File: src/rtl/exu_dispatch_if.sv
// Decode-to-execute dispatch bundle: decode handshake, issue payload, result
// return, register-file writeback and the pending-write scoreboard.
interface exu_dispatch_if;
  logic        dec_valid_i;
  logic        dec_ready_o;
  logic [63:0] opr_a_i;
  logic [63:0] opr_b_i;
  logic [3:0]  exu_func_i;
  logic        word_op_i;
  logic        mul_instr_i;
  logic        div_instr_i;
  logic [4:0]  rd_i;
  logic        rd_wen_i;

  logic        valid_instr_o;
  logic        exu_ready_i;
  logic [63:0] opr_a_o;
  logic [63:0] opr_b_o;
  logic [3:0]  exu_func_o;
  logic        word_op_o;
  logic        mul_instr_o;
  logic        div_instr_o;

  logic        valid_res_i;
  logic        res_ready_o;
  logic [63:0] exu_res_i;

  logic        wb_en_o;
  logic [4:0]  wb_rd_o;
  logic [63:0] wb_data_o;
  logic [31:0] busy_o;

  modport slave (
    input  dec_valid_i, opr_a_i, opr_b_i, exu_func_i, word_op_i, mul_instr_i,
           div_instr_i, rd_i, rd_wen_i, exu_ready_i, valid_res_i, exu_res_i,
    output dec_ready_o, valid_instr_o, opr_a_o, opr_b_o, exu_func_o, word_op_o,
           mul_instr_o, div_instr_o, res_ready_o, wb_en_o, wb_rd_o, wb_data_o,
           busy_o
  );

  modport master (
    output dec_valid_i, opr_a_i, opr_b_i, exu_func_i, word_op_i, mul_instr_i,
           div_instr_i, rd_i, rd_wen_i, exu_ready_i, valid_res_i, exu_res_i,
    input  dec_ready_o, valid_instr_o, opr_a_o, opr_b_o, exu_func_o, word_op_o,
           mul_instr_o, div_instr_o, res_ready_o, wb_en_o, wb_rd_o, wb_data_o,
           busy_o
  );
endinterface

File: src/rtl/exu_dispatch.sv
// Single-entry issue stage with an in-order destination-tag FIFO that pairs
// execute results with their destinations, plus a pending-write scoreboard.
module exu_dispatch #(
  parameter int TAG_DEPTH = 4
) (
  input logic         clk,
  input logic         resetn,
  input logic         flush_i,
  exu_dispatch_if.slave bus
);
  localparam int PW = $clog2(TAG_DEPTH);
  localparam int CW = PW + 1;

  logic        issue_valid_reg;
  logic [63:0] opr_a_reg;
  logic [63:0] opr_b_reg;
  logic [3:0]  func_reg;
  logic        word_op_reg;
  logic        mul_reg;
  logic        div_reg;
  logic [4:0]  rd_reg;
  logic        rd_wen_reg;

  logic [4:0]    tag_rd_mem  [TAG_DEPTH];
  logic          tag_wen_mem [TAG_DEPTH];
  logic [PW-1:0] wr_ptr_reg;
  logic [PW-1:0] rd_ptr_reg;
  logic [CW-1:0] count_reg;

  logic        wb_en_reg;
  logic [4:0]  wb_rd_reg;
  logic [63:0] wb_data_reg;

  logic tag_full;
  logic tag_empty;
  logic valid_instr;
  logic issue_fire;
  logic dec_ready;
  logic dec_fire;
  logic res_ready;
  logic res_fire;
  logic bypass;
  logic push;
  logic pop;
  logic [4:0] pop_rd;
  logic       pop_wen;

  assign tag_full  = (count_reg == CW'(TAG_DEPTH));
  assign tag_empty = (count_reg == '0);

  // Nothing issues during a flush so a killed op never reaches execute.
  assign valid_instr = issue_valid_reg & ~tag_full & ~flush_i;
  assign issue_fire  = valid_instr & bus.exu_ready_i;
  assign dec_ready   = flush_i | ~issue_valid_reg | issue_fire;
  assign dec_fire    = bus.dec_valid_i & dec_ready & ~flush_i;

  // Execute's ready may depend on res_ready, so keep exu_ready_i out of it.
  assign res_ready = flush_i | ~tag_empty | valid_instr;
  assign res_fire  = bus.valid_res_i & res_ready & ~flush_i;

  // An empty FIFO means the result belongs to the op issuing right now.
  assign bypass  = res_fire & tag_empty;
  assign push    = issue_fire & ~bypass;
  assign pop     = res_fire & ~tag_empty;
  assign pop_rd  = tag_empty ? rd_reg     : tag_rd_mem[rd_ptr_reg];
  assign pop_wen = tag_empty ? rd_wen_reg : tag_wen_mem[rd_ptr_reg];

  always_ff @(posedge clk or negedge resetn) begin
    if (!resetn) begin
      issue_valid_reg <= 1'b0;
      opr_a_reg       <= '0;
      opr_b_reg       <= '0;
      func_reg        <= '0;
      word_op_reg     <= 1'b0;
      mul_reg         <= 1'b0;
      div_reg         <= 1'b0;
      rd_reg          <= '0;
      rd_wen_reg      <= 1'b0;
    end else if (flush_i) begin
      issue_valid_reg <= 1'b0;
    end else if (dec_fire) begin
      issue_valid_reg <= 1'b1;
      opr_a_reg       <= bus.opr_a_i;
      opr_b_reg       <= bus.opr_b_i;
      func_reg        <= bus.exu_func_i;
      word_op_reg     <= bus.word_op_i;
      mul_reg         <= bus.mul_instr_i;
      div_reg         <= bus.div_instr_i;
      rd_reg          <= bus.rd_i;
      rd_wen_reg      <= bus.rd_wen_i;
    end else if (issue_fire) begin
      issue_valid_reg <= 1'b0;
    end
  end

  always_ff @(posedge clk) begin
    if (push) begin
      tag_rd_mem[wr_ptr_reg]  <= rd_reg;
      tag_wen_mem[wr_ptr_reg] <= rd_wen_reg;
    end
  end

  always_ff @(posedge clk or negedge resetn) begin
    if (!resetn) begin
      wr_ptr_reg <= '0;
      rd_ptr_reg <= '0;
      count_reg  <= '0;
    end else if (flush_i) begin
      wr_ptr_reg <= '0;
      rd_ptr_reg <= '0;
      count_reg  <= '0;
    end else begin
      if (push) wr_ptr_reg <= wr_ptr_reg + PW'(1);
      if (pop)  rd_ptr_reg <= rd_ptr_reg + PW'(1);
      count_reg <= count_reg + CW'(push) - CW'(pop);
    end
  end

  always_ff @(posedge clk or negedge resetn) begin
    if (!resetn) begin
      wb_en_reg   <= 1'b0;
      wb_rd_reg   <= '0;
      wb_data_reg <= '0;
    end else begin
      wb_en_reg <= res_fire & pop_wen & (pop_rd != 5'd0);
      if (res_fire) begin
        wb_rd_reg   <= pop_rd;
        wb_data_reg <= bus.exu_res_i;
      end
    end
  end

  // Register 0 is never tracked; a set on issue outranks a same-cycle clear.
  assign bus.busy_o[0] = 1'b0;
  generate
    for (genvar gi = 1; gi < 32; gi++) begin : g_busy
      logic busy_bit_reg;
      logic set_bit;
      logic clr_bit;
      assign set_bit = issue_fire & rd_wen_reg & (rd_reg == 5'(gi));
      assign clr_bit = wb_en_reg & (wb_rd_reg == 5'(gi));
      always_ff @(posedge clk or negedge resetn) begin
        if (!resetn)      busy_bit_reg <= 1'b0;
        else if (flush_i) busy_bit_reg <= 1'b0;
        else if (set_bit) busy_bit_reg <= 1'b1;
        else if (clr_bit) busy_bit_reg <= 1'b0;
      end
      assign bus.busy_o[gi] = busy_bit_reg;
    end
  endgenerate

  assign bus.dec_ready_o   = dec_ready;
  assign bus.valid_instr_o = valid_instr;
  assign bus.res_ready_o   = res_ready;
  assign bus.opr_a_o       = opr_a_reg;
  assign bus.opr_b_o       = opr_b_reg;
  assign bus.exu_func_o    = func_reg;
  assign bus.word_op_o     = word_op_reg;
  assign bus.mul_instr_o   = mul_reg;
  assign bus.div_instr_o   = div_reg;
  assign bus.wb_en_o       = wb_en_reg;
  assign bus.wb_rd_o       = wb_rd_reg;
  assign bus.wb_data_o     = wb_data_reg;
endmodule

File: src/flat_wrapper.sv
// flat-port wrapper written by rule: the top's interface ports become plain ports
module exu_dispatch_flat 
#(
  parameter int TAG_DEPTH = 4
)
  (clk, resetn, flush_i, bus_dec_valid_i, bus_opr_a_i, bus_opr_b_i, bus_exu_func_i, bus_word_op_i, bus_mul_instr_i, bus_div_instr_i, bus_rd_i, bus_rd_wen_i, bus_exu_ready_i, bus_valid_res_i, bus_exu_res_i, bus_dec_ready_o, bus_valid_instr_o, bus_opr_a_o, bus_opr_b_o, bus_exu_func_o, bus_word_op_o, bus_mul_instr_o, bus_div_instr_o, bus_res_ready_o, bus_wb_en_o, bus_wb_rd_o, bus_wb_data_o, bus_busy_o);
  exu_dispatch_if bus_i ();
  input logic clk;
  input logic resetn;
  input logic flush_i;
  input wire logic [$bits(bus_i.dec_valid_i)-1:0] bus_dec_valid_i;
  input wire logic [$bits(bus_i.opr_a_i)-1:0] bus_opr_a_i;
  input wire logic [$bits(bus_i.opr_b_i)-1:0] bus_opr_b_i;
  input wire logic [$bits(bus_i.exu_func_i)-1:0] bus_exu_func_i;
  input wire logic [$bits(bus_i.word_op_i)-1:0] bus_word_op_i;
  input wire logic [$bits(bus_i.mul_instr_i)-1:0] bus_mul_instr_i;
  input wire logic [$bits(bus_i.div_instr_i)-1:0] bus_div_instr_i;
  input wire logic [$bits(bus_i.rd_i)-1:0] bus_rd_i;
  input wire logic [$bits(bus_i.rd_wen_i)-1:0] bus_rd_wen_i;
  input wire logic [$bits(bus_i.exu_ready_i)-1:0] bus_exu_ready_i;
  input wire logic [$bits(bus_i.valid_res_i)-1:0] bus_valid_res_i;
  input wire logic [$bits(bus_i.exu_res_i)-1:0] bus_exu_res_i;
  output wire logic [$bits(bus_i.dec_ready_o)-1:0] bus_dec_ready_o;
  output wire logic [$bits(bus_i.valid_instr_o)-1:0] bus_valid_instr_o;
  output wire logic [$bits(bus_i.opr_a_o)-1:0] bus_opr_a_o;
  output wire logic [$bits(bus_i.opr_b_o)-1:0] bus_opr_b_o;
  output wire logic [$bits(bus_i.exu_func_o)-1:0] bus_exu_func_o;
  output wire logic [$bits(bus_i.word_op_o)-1:0] bus_word_op_o;
  output wire logic [$bits(bus_i.mul_instr_o)-1:0] bus_mul_instr_o;
  output wire logic [$bits(bus_i.div_instr_o)-1:0] bus_div_instr_o;
  output wire logic [$bits(bus_i.res_ready_o)-1:0] bus_res_ready_o;
  output wire logic [$bits(bus_i.wb_en_o)-1:0] bus_wb_en_o;
  output wire logic [$bits(bus_i.wb_rd_o)-1:0] bus_wb_rd_o;
  output wire logic [$bits(bus_i.wb_data_o)-1:0] bus_wb_data_o;
  output wire logic [$bits(bus_i.busy_o)-1:0] bus_busy_o;
  assign bus_i.dec_valid_i = bus_dec_valid_i;
  assign bus_i.opr_a_i = bus_opr_a_i;
  assign bus_i.opr_b_i = bus_opr_b_i;
  assign bus_i.exu_func_i = bus_exu_func_i;
  assign bus_i.word_op_i = bus_word_op_i;
  assign bus_i.mul_instr_i = bus_mul_instr_i;
  assign bus_i.div_instr_i = bus_div_instr_i;
  assign bus_i.rd_i = bus_rd_i;
  assign bus_i.rd_wen_i = bus_rd_wen_i;
  assign bus_i.exu_ready_i = bus_exu_ready_i;
  assign bus_i.valid_res_i = bus_valid_res_i;
  assign bus_i.exu_res_i = bus_exu_res_i;
  assign bus_dec_ready_o = bus_i.dec_ready_o;
  assign bus_valid_instr_o = bus_i.valid_instr_o;
  assign bus_opr_a_o = bus_i.opr_a_o;
  assign bus_opr_b_o = bus_i.opr_b_o;
  assign bus_exu_func_o = bus_i.exu_func_o;
  assign bus_word_op_o = bus_i.word_op_o;
  assign bus_mul_instr_o = bus_i.mul_instr_o;
  assign bus_div_instr_o = bus_i.div_instr_o;
  assign bus_res_ready_o = bus_i.res_ready_o;
  assign bus_wb_en_o = bus_i.wb_en_o;
  assign bus_wb_rd_o = bus_i.wb_rd_o;
  assign bus_wb_data_o = bus_i.wb_data_o;
  assign bus_busy_o = bus_i.busy_o;
  exu_dispatch #(.TAG_DEPTH(TAG_DEPTH)) u_core (.clk(clk), .resetn(resetn), .flush_i(flush_i), .bus(bus_i));
endmodule
File: config.mk
export PLATFORM = sky130hd
export DESIGN_NAME = exu_dispatch_flat
export DESIGN_NICKNAME = d
export VERILOG_FILES = /design/src/rtl/exu_dispatch_if.sv /design/src/rtl/exu_dispatch.sv /design/src/flat_wrapper.sv
export SDC_FILE = /design/constraint.sdc
export NUM_CORES = 1
export LEC_CHECK = 0
export ABC_AREA = 1
export CAP_MARGIN = 20
export CORE_ASPECT_RATIO = 0.7
export CORE_MARGIN = 2
export CORE_UTILIZATION = 45
export DETAILED_ROUTE_END_ITERATION = 7
export GPL_ROUTABILITY_DRIVEN = 0
export PLACE_DENSITY = 0.92
export SYNTH_ARGS = -nofsm -noshare
export SYNTH_HDL_FRONTEND = slang
export SYNTH_SLANG_ARGS = --single-unit
export TNS_END_PERCENT = 10
File: constraint.sdc
create_clock -name clk -period 3.3 [get_ports clk]
set_clock_uncertainty 0.05 [all_clocks]
set_input_delay 0.66 -clock clk [delete_from_list [all_inputs] [get_ports clk]]
set_output_delay 0.66 -clock clk [all_outputs]
set_load 0.1 [all_outputs]
==> impl_metrics.json <==
{
  "run_status": "finished, final reports clean",
  "p_leak_nw": 8.76,
  "numPortBuffers": 449,
  "finalCritPeriodShare_pct": 84.7,
  "clk-insertion-delay-late_ps": 540,
  "cts.sinks": 274,
  "globalRoute.totalOverflow": 0,
  "dp.final_hpwl_microns": 25400,
  "synth_flop_cell": "dfrtp_1",
  "ir_drop_uv": 667,
  "synthesis.nets": 1525,
  "avgRoutedWirePerCell_microns": 16.3,
  "dieWidth_microns": 200,
  "clock_path_buffers": 3,
  "drt_iter0_drc": 586,
  "drt-total-wl_microns": 34200,
  "yosysUniqueCellTypes": 32,
  "timing.max_cap.violations": 0,
  "synth_top_cell_area_share_pct": 51.5,
  "drt_first_pass_iters": 5,
  "track_usage_pct": 23.8,
  "coreArea_sq_um": 26700,
  "endpoint_kind": "output pin",
  "r2r_end": "u_core.count_reg[2]$_DFF_PN0_",
  "antenna_found_initial": 3,
  "grt_pass1_vias": 10099,
  "dp_slack_ps": 296,
  "setup_violations": 0,
  "final_cells": 2106,
  "synth_edf_count": 24,
  "grt_pass1_wl_microns": 54100,
  "ctsHtreeMaxLevel": 1,
  "num_vias": 10050,
  "drc_errors": 0,
  "cts.reportedPaths.clkPinSlew_ps": 60,
  "boundaryPins": 451,
  "ys_warn_count": 0,
  "grt_max_degree": 82,
  "cts_resized": 0,
  "rows": 50,
  "synth-seq-cells": 274,
  "ys_seq_area_share_pct": 57.4,
  "maxSlewHeadroom_pct": 51.3,
  "drive_gt1_share_pct": 26.2,
  "dpl_cell_area_sq_um": 16200,
  "avgSynthCellArea_sq_um": 9.30,
  "hold_slack_ps": 75.1,
  "critPathArrivalTime_ps": 2090,
  "worst-path-max-fanout": 16,
  "netlist_top_cells_area": "dfrtp_1 51%, nand2_1 13%, o21ai_2 9.5%",
  "area_delta_synth_final_pct": 40.8,
  "synth.most_common_cell": "nand2_1",
  "cp-start-kind": "input pin",
  "report.final.slew_viol_count": 0,
  "critPathKind": "input pin to output pin",
  "layout_setup_ws_ps": 505,
  "reg2regPathDepth": 11,
  "max_freq_mhz": 358,
  "synth_cells": 1307,
  "root_buffer": "clkbuf_16",
  "ys_top_cells_by_count": "423 x nand2_1, 250 x dfrtp_1, 205 x inv_1",
  "hp-class": "input pin to asynchronous set/reset pin",
  "reg2reg_slack_ps": 670,
  "tightest_slew_ps": 730,
  "yosysTopAreaCell": "dfrtp_1",
  "dpl.cell_count": 2051,
  "p_per_area_nw_per_um2": 862,
  "finalWorstPathRequiredPeriod_ps": 2800,
  "ant_nets": 0,
  "grt_setup_unrepaired": "no",
  "cts-hold-fix-buffers": 0,
  "final_area_sq_um": 17100,
  "cts_tree": "built",
  "start_util_pct": 45.6,
  "postCtsSetupBuffers": 0,
  "fin_nets": 1935,
  "chipHeight_microns": 142,
  "viasPerCell": 4.77,
  "die_area_sq_um": 28400,
  "r2r-start": "u_core.count_reg[1]$_DFF_PN0_",
  "nFillCells": 2053,
  "cts_buffers": 28,
  "synthArstFlopShare_pct": 91.2,
  "required_ps": 2590,
  "hold_violations": 0,
  "netlist_area_sq_um": 12200
}
## metal layers
| layer | GRT usage, % | part of all wire (%) | up-vias |
|---|---|---|---|
| met3 | 6.94 | 8.3 | 73 |
| met4 | 8.77 | 3.4 | 0 |
| li1 | - | - | 4781 |
| met5 | 0 | 0 | - |
| met2 | 40.7 | 50 | 403 |
| met1 | 29.0 | 38 | 4793 |
## placed cells by master (no fill, tap or decap), types with 2 or more instances in the layout
| cell type | n |
|---|---|
| a21oi_1 | 27 |
| buf_12 | 11 |
| buf_4 | 251 |
| bufinv_16 | 2 |
| clkbuf_1 | 5 |
| clkbuf_16 | 29 |
| clkbuf_8 | 7 |
| clkdlybuf4s50_1 | 209 |
| clkinv_2 | 6 |
| dfrtp_1 | 250 |
| diode_2 | 3 |
| edfxtp_1 | 24 |
| ha_1 | 5 |
| inv_1 | 204 |
| inv_2 | 2 |
| inv_6 | 2 |
| nand2_1 | 422 |
| nand2_2 | 2 |
| nand3_1 | 42 |
| nor2_1 | 38 |
| nor2_2 | 2 |
| nor3_1 | 2 |
| o21ai_0 | 41 |
| o21ai_1 | 8 |
| o21ai_2 | 132 |
| o31ai_1 | 2 |
## logic make-up after synthesis
logic type,share of synthesized area [%]
AO/OA/AOI/OAI,12.9
adder cells (fa/ha/maj),0.782
buffers and inverters,12.3
flip-flops,57.4
other,0.0308
AND/OR/NAND/NOR,16.6
## through the flow
step	utilization [%]	power [mW]	TNS (ps)
6_report	64.2	14.7	0
5_1_grt	64.2	15.3	0
4_1_cts	64.2	14.8	0
3_5_place_dp	60.6	11.5	0
3_3_place_gp	60.6	11.4	0
2_1_floorplan	-	9.79	-109
## worst max path at each step
stage	from	endpoint	slack [ps]
after floorplan	flush_i	u_core.count_reg[2]$_DFF_PN0_	-70
after global placement	flush_i	u_core.count_reg[2]$_DFF_PN0_	330
after detailed placement	flush_i	u_core.count_reg[2]$_DFF_PN0_	300
after CTS	flush_i	bus_dec_ready_o	500
after global routing	flush_i	bus_dec_ready_o	400
final	flush_i	bus_dec_ready_o	500
## cell type report
class,count,area [sq um],share of cell area [%]
antenna,3,7.51,0.0439
multi-input combinational,734,3720,21.7
inverter,207,790,4.61
clock buffer,41,841,4.91
tap,364,455,2.66
clock inverter,11,116,0.680
sequential,274,6980,40.8
timing repair buffer,472,4210,24.6
## worst max-delay path, stage by stage
cell and delay (ps):
clkdlybuf4s50_1 540, clkinv_8 150, nand2_1 70, a21oi_2 190
nand2_2 110, nand3_2 150, buf_12 190
## where the power goes
group	internal (mW)	switching [mW]
clock	1.93	1.33
combinational	1.45	5.56
sequential	4.01	0.467
total	7.39	7.36
(Power assumes the default switching activity.)
==> edit 1, RTL diff (same settings) <==
`TAG_DEPTH` is set to 4 in 2 places; all go to 8.
--- a/src/rtl/exu_dispatch.sv
+++ b/src/rtl/exu_dispatch.sv
@@ -1,7 +1,7 @@
 // Single-entry issue stage with an in-order destination-tag FIFO that pairs
 // execute results with their destinations, plus a pending-write scoreboard.
 module exu_dispatch #(
-  parameter int TAG_DEPTH = 4
+  parameter int TAG_DEPTH = 8
 ) (
   input logic         clk,
   input logic         resetn,
--- a/src/flat_wrapper.sv
+++ b/src/flat_wrapper.sv
@@ -1,7 +1,7 @@
 // flat-port wrapper written by rule: the top's interface ports become plain ports
 module exu_dispatch_flat 
 #(
-  parameter int TAG_DEPTH = 4
+  parameter int TAG_DEPTH = 8
 )
   (clk, resetn, flush_i, bus_dec_valid_i, bus_opr_a_i, bus_opr_b_i, bus_exu_func_i, bus_word_op_i, bus_mul_instr_i, bus_div_instr_i, bus_rd_i, bus_rd_wen_i, bus_exu_ready_i, bus_valid_res_i, bus_exu_res_i, bus_dec_ready_o, bus_valid_instr_o, bus_opr_a_o, bus_opr_b_o, bus_exu_func_o, bus_word_op_o, bus_mul_instr_o, bus_div_instr_o, bus_res_ready_o, bus_wb_en_o, bus_wb_rd_o, bus_wb_data_o, bus_busy_o);
   exu_dispatch_if bus_i ();
Formal check against the unedited RTL: same outputs for any inputs over 4 cycles, from zero or initial values and one cycle with resetn low; that may be too few to reach the edited logic, so the function may still have changed.
==> edit 1 against the original RTL <==
Routed wire length rose by 6.1%; synthesized area rose by 5.2%; critical endpoint unchanged; setup slack improved by 160 ps; largest cell class unchanged; hold slack got worse by 15 ps; combinational power rose by 21%; cell area rose by 3.5%; sequential cell count rose by 27; total power rose by 15%; global-route usage rose by 0.66 points.
==> edit 1: results (changes against the original RTL) <==
metric,value,unit,change
placed cells,2130,,was 2051
synth top area cells,"dfrtp_1 (50%), nand2_1 (13%), edfxtp_1 (11%)",,"was dfrtp_1 (51%), nand2_1 (13%), o21ai_2 (9.5%)"
Synth Area in Adders,0.9394,%,was 0.7822%
M1 wire length,14.24,mm,was 13.09 mm
asr flop ratio synth,84.05,%,was 91.24%
status,"complete, no violations",,unchanged
non-filler instance count after layout,2183,,was 2106
Seq. pwr,5.07,mW,was 4.48 mW
number of synthesized flops with an enable pin,48,,was 24
"top cells by count, synth","nand2_1 (457), dfrtp_1 (253), inv_1 (187), o21ai_1 (102), o21ai_0 (58)",,"was nand2_1 (423), dfrtp_1 (250), inv_1 (205), o21ai_2 (132), nand3_1 (42)"
WHS,60.47,ps,was 75.11 ps
Avg Inst Size Synth,9.265,um2,was 9.301 um2
Clock Power,3.37,mW,was 3.26 mW
Vias/cell,4.978,,was 4.772
Worst-Margin Slew,763.4,ps,was 730.1 ps
Nets,2009,,was 1935
met2 Resource Use GR,41.01,%,was 40.72%
largest net degree at the start of global routing,91,,was 82
sequential area share after synthesis,60.79,%,was 57.39%
Total GRT Usage,24.50,%,was 23.84%
WL met3,3.130,mm,was 2.838 mm
final worst slack,664.3,ps,was 504.7 ps
layout cell share with drive strength beyond 1,19.22,%,was 26.22%
placed instance area,16750,um2,was 16150 um2
Pint,8.146,mW,was 7.389 mW
Setup WS pre-CTS,127.7,ps,was 296.1 ps
met2 WL,17.80,mm,was 17.17 mm
compound-cell area share of the yosys netlist,10.00,%,was 12.95%
drt first pass iters,6,,was 5
RR Endpoint,u_core.bus.wb_data_o[40],,was u_core.count_reg[2]
reg2reg start,u_core.count_reg[2],,was u_core.count_reg[1]
met3 usage,4.964,%,was 6.936%
Leak Pwr,8.950,nW,was 8.757 nW
Crit Path Max Fanout,8,,was 16
Syn Nets,1600,,was 1525
Post-Synth XOR/XNOR Area,0.1370,%,was 0%
## edit 1: critical path: stages
cell	delay (ps)
clkdlybuf4s50_1	520
clkinv_4	150
nand3_4	110
o211ai_4	260
buf_12	210
## edit 1: worst min path at each step
stage,end,cells past startpoint,startpoint
2_1_floorplan,u_core.bus.div_instr_o,0,resetn
3_3_place_gp,u_core.bus.wb_data_o[2],2,u_core.bus.wb_data_o[2]
3_5_place_dp,u_core.bus.wb_data_o[8],2,u_core.bus.wb_data_o[8]
4_1_cts,u_core.g_busy[11].busy_bit_reg,1,resetn
5_1_grt,u_core.g_busy[11].busy_bit_reg,1,resetn
6_report,u_core.g_busy[10].busy_bit_reg,1,resetn
## edit 1: area by class of cell
cell class,instances,area (um2)
inverter,190,718.2
sequential,301,7772
fill,2119,10160
clock buffer,35,779.5
timing repair buffer,473,4219
clock inverter,17,187.7
tap,371,464.2
antenna,1,2.502
multi-input combinational,795,3578
==> edit 2, RTL diff (same flow settings) <==
Without the edit above. Reset style: synchronous (`resetn`), changed in 4 clocked blocks.
--- a/src/rtl/exu_dispatch.sv
+++ b/src/rtl/exu_dispatch.sv
@@ -65,7 +65,7 @@
   assign pop_rd  = tag_empty ? rd_reg     : tag_rd_mem[rd_ptr_reg];
   assign pop_wen = tag_empty ? rd_wen_reg : tag_wen_mem[rd_ptr_reg];
 
-  always_ff @(posedge clk or negedge resetn) begin
+  always_ff @(posedge clk) begin
     if (!resetn) begin
       issue_valid_reg <= 1'b0;
       opr_a_reg       <= '0;
@@ -100,7 +100,7 @@
     end
   end
 
-  always_ff @(posedge clk or negedge resetn) begin
+  always_ff @(posedge clk) begin
     if (!resetn) begin
       wr_ptr_reg <= '0;
       rd_ptr_reg <= '0;
@@ -116,7 +116,7 @@
     end
   end
 
-  always_ff @(posedge clk or negedge resetn) begin
+  always_ff @(posedge clk) begin
     if (!resetn) begin
       wb_en_reg   <= 1'b0;
       wb_rd_reg   <= '0;
@@ -139,7 +139,7 @@
       logic clr_bit;
       assign set_bit = issue_fire & rd_wen_reg & (rd_reg == 5'(gi));
       assign clr_bit = wb_en_reg & (wb_rd_reg == 5'(gi));
-      always_ff @(posedge clk or negedge resetn) begin
+      always_ff @(posedge clk) begin
         if (!resetn)      busy_bit_reg <= 1'b0;
         else if (flush_i) busy_bit_reg <= 1'b0;
         else if (set_bit) busy_bit_reg <= 1'b1;
Function: differs if resetn is asserted again (counterexample within 4 cycles, from zero or initial values and one cycle with resetn low); with resetn held inactive, the same outputs for 4 cycles.
==> edit 2 against the original RTL <==
Sequential cell count grew 2; cell area shrank 9.2%; fmax is 1.1% higher; critical path type unchanged; routed wire length increased by 2.3%; setup slack better by 30 ps; synthesized area down 12%.
Power is not compared: it rests on default switching activity, and its combinational part moved more than twofold at a synthesized area within 25%.
==> edit 2: results (changes against the original RTL) <==
metric,value,unit,change
status,"complete, no violations",,unchanged
vias,10818,,was 10050
met3 usage,7.294,%,was 6.936%
placed instance area,14530,um2,was 16150 um2
Vias/cell,5.244,,was 4.772
count of unique library cells instantiated by Yosys,25,,was 32
FF+latch area,5766,um2,was 6977 um2
port buffer count,449,,unchanged
first-pass GRT wire length,53.53,mm,was 54.12 mm
min-delay worst type,flop to flop,,was input pin to async pin
Syn Nets,1575,,was 1525
vias in the first global route,10240,,was 10099
CTS root buffer,clkbuf_16,,unchanged
Avg Inst Size Synth,7.884,um2,was 9.301 um2
clk_lat worst skew,530,ps,
TritonCTS Buffers,28,,unchanged
CTS HTree Levels,1,,unchanged
Top delay family on crit path,buffers and inverters,,unchanged
max_slew headroom,53.05,%,was 51.33%
drt first pass iters,8,,was 5
placed cells,2009,,was 2051
drt total wl,35.04,mm,was 34.25 mm
WP data arrival,2060,ps,was 2090 ps
Post-CTS Repair Setup Buffers,0,,unchanged
drc violations,0,,unchanged
Total GRT Usage,26.38,%,was 23.84%
initial antenna violation count,2,,was 3
Crit Path Max Fanout,6,,was 16
Setup WS pre-CTS,236.6,ps,was 296.1 ps
DP HPWL,23.99,mm,was 25.37 mm
# fillers,1792,,was 2053
Iteration-0 DRC Markers,863,,was 586
asr flop ratio synth,0,%,was 91.24%
Crit path largest cell delay,650,ps,was 540 ps
largest net degree at the start of global routing,142,,was 82
synth top area cells,"dfxtp_1 (47%), nand3_1 (8.9%), a21oi_1 (8.4%)",,"was dfrtp_1 (51%), nand2_1 (13%), o21ai_2 (9.5%)"
GR met1 Demand/Resource,31.03,%,was 28.99%
sequential area share after synthesis,53.89,%,was 57.39%
"top cells by count, synth","dfxtp_1 (252), nand2_1 (219), nand3_1 (190), a21oi_1 (179), nor2_1 (177)",,"was nand2_1 (423), dfrtp_1 (250), inv_1 (205), o21ai_2 (132), nand3_1 (42)"
met2 Resource Use GR,44.20,%,was 40.72%
layout cell share with drive strength beyond 1,17.96,%,was 26.22%
Nets,1939,,was 1935
## edit 2: cell count changes after synthesis, sizes merged, moves of 139 or more
cell,delta
a21oi,+151
dfrtp,-250
dfxtp,+252
nand2,-202
nand3,+146
nor2,+139
## edit 2: power by group
part	total (mW)	switching, mW	leakage (nW)	internal, mW
combinational	1.85	1.35	3.52	0.508
sequential	3.59	0.0824	2.30	3.51
clock	3.41	1.37	0.503	2.04
## edit 2: worst paths after layout
kind | startpoint | to | slack, ps | depth (start not counted)
setup / recovery | flush_i | bus_dec_ready_o | 530 | 5
setup reg to reg | u_core.count_reg[1] | u_core.count_reg[2] | 790 | 12
hold reg to reg | u_core.bus.opr_a_o[61] | u_core.bus.opr_a_o[61] | 410 | 2
hold / removal | u_core.bus.opr_a_o[61] | u_core.bus.opr_a_o[61] | 410 | 2
## edit 2: cell families (layout without fill, tap and decap cells)
| family | after synthesis | count (layout) | synth area share (%) |
|---|---|---|---|
| compound gates | 278 | 278 | 13.02 |
| xor+xnor | 1 | 1 | 0.08188 |
| fa+ha+maj | 7 | 7 | 0.8888 |
| buf+inv | 197 | 583 | 8.701 |
| flops | 276 | 276 | 53.89 |
| other cells | 1 | 3 | 0.03505 |
| simple gates | 597 | 597 | 23.39 |
## edit 2: layout make-up
| cell class | count | area share (%) |
|---|---|---|
| Inverter | 69 | 1.682 |
| Timing Repair Buffer | 462 | 26.30 |
| Antenna cell | 2 | 0.03219 |
| Sequential cell | 276 | 37.08 |
| Multi-Input combinational cell | 884 | 25.85 |
| Tap cell | 318 | 2.559 |
| Clock buffer | 41 | 5.746 |
| Clock inverter | 11 | 0.7484 |
## edit 2: per-layer routing
layer  wire (um)  vias to the layer above
met1       13200                     5023
met3        3136                      110
met2       16820                      530
met5           0                        -
met4        1882                        0
li1            -                     5155
## edit 2: tightest hold or removal path: cells and delay by family (launching register included)
| kind | cells | cell delay (ps) |
|---|---|---|
| flops | 1 | 310 |
| simple gates | 1 | 60 |
| compound gates | 1 | 50 |
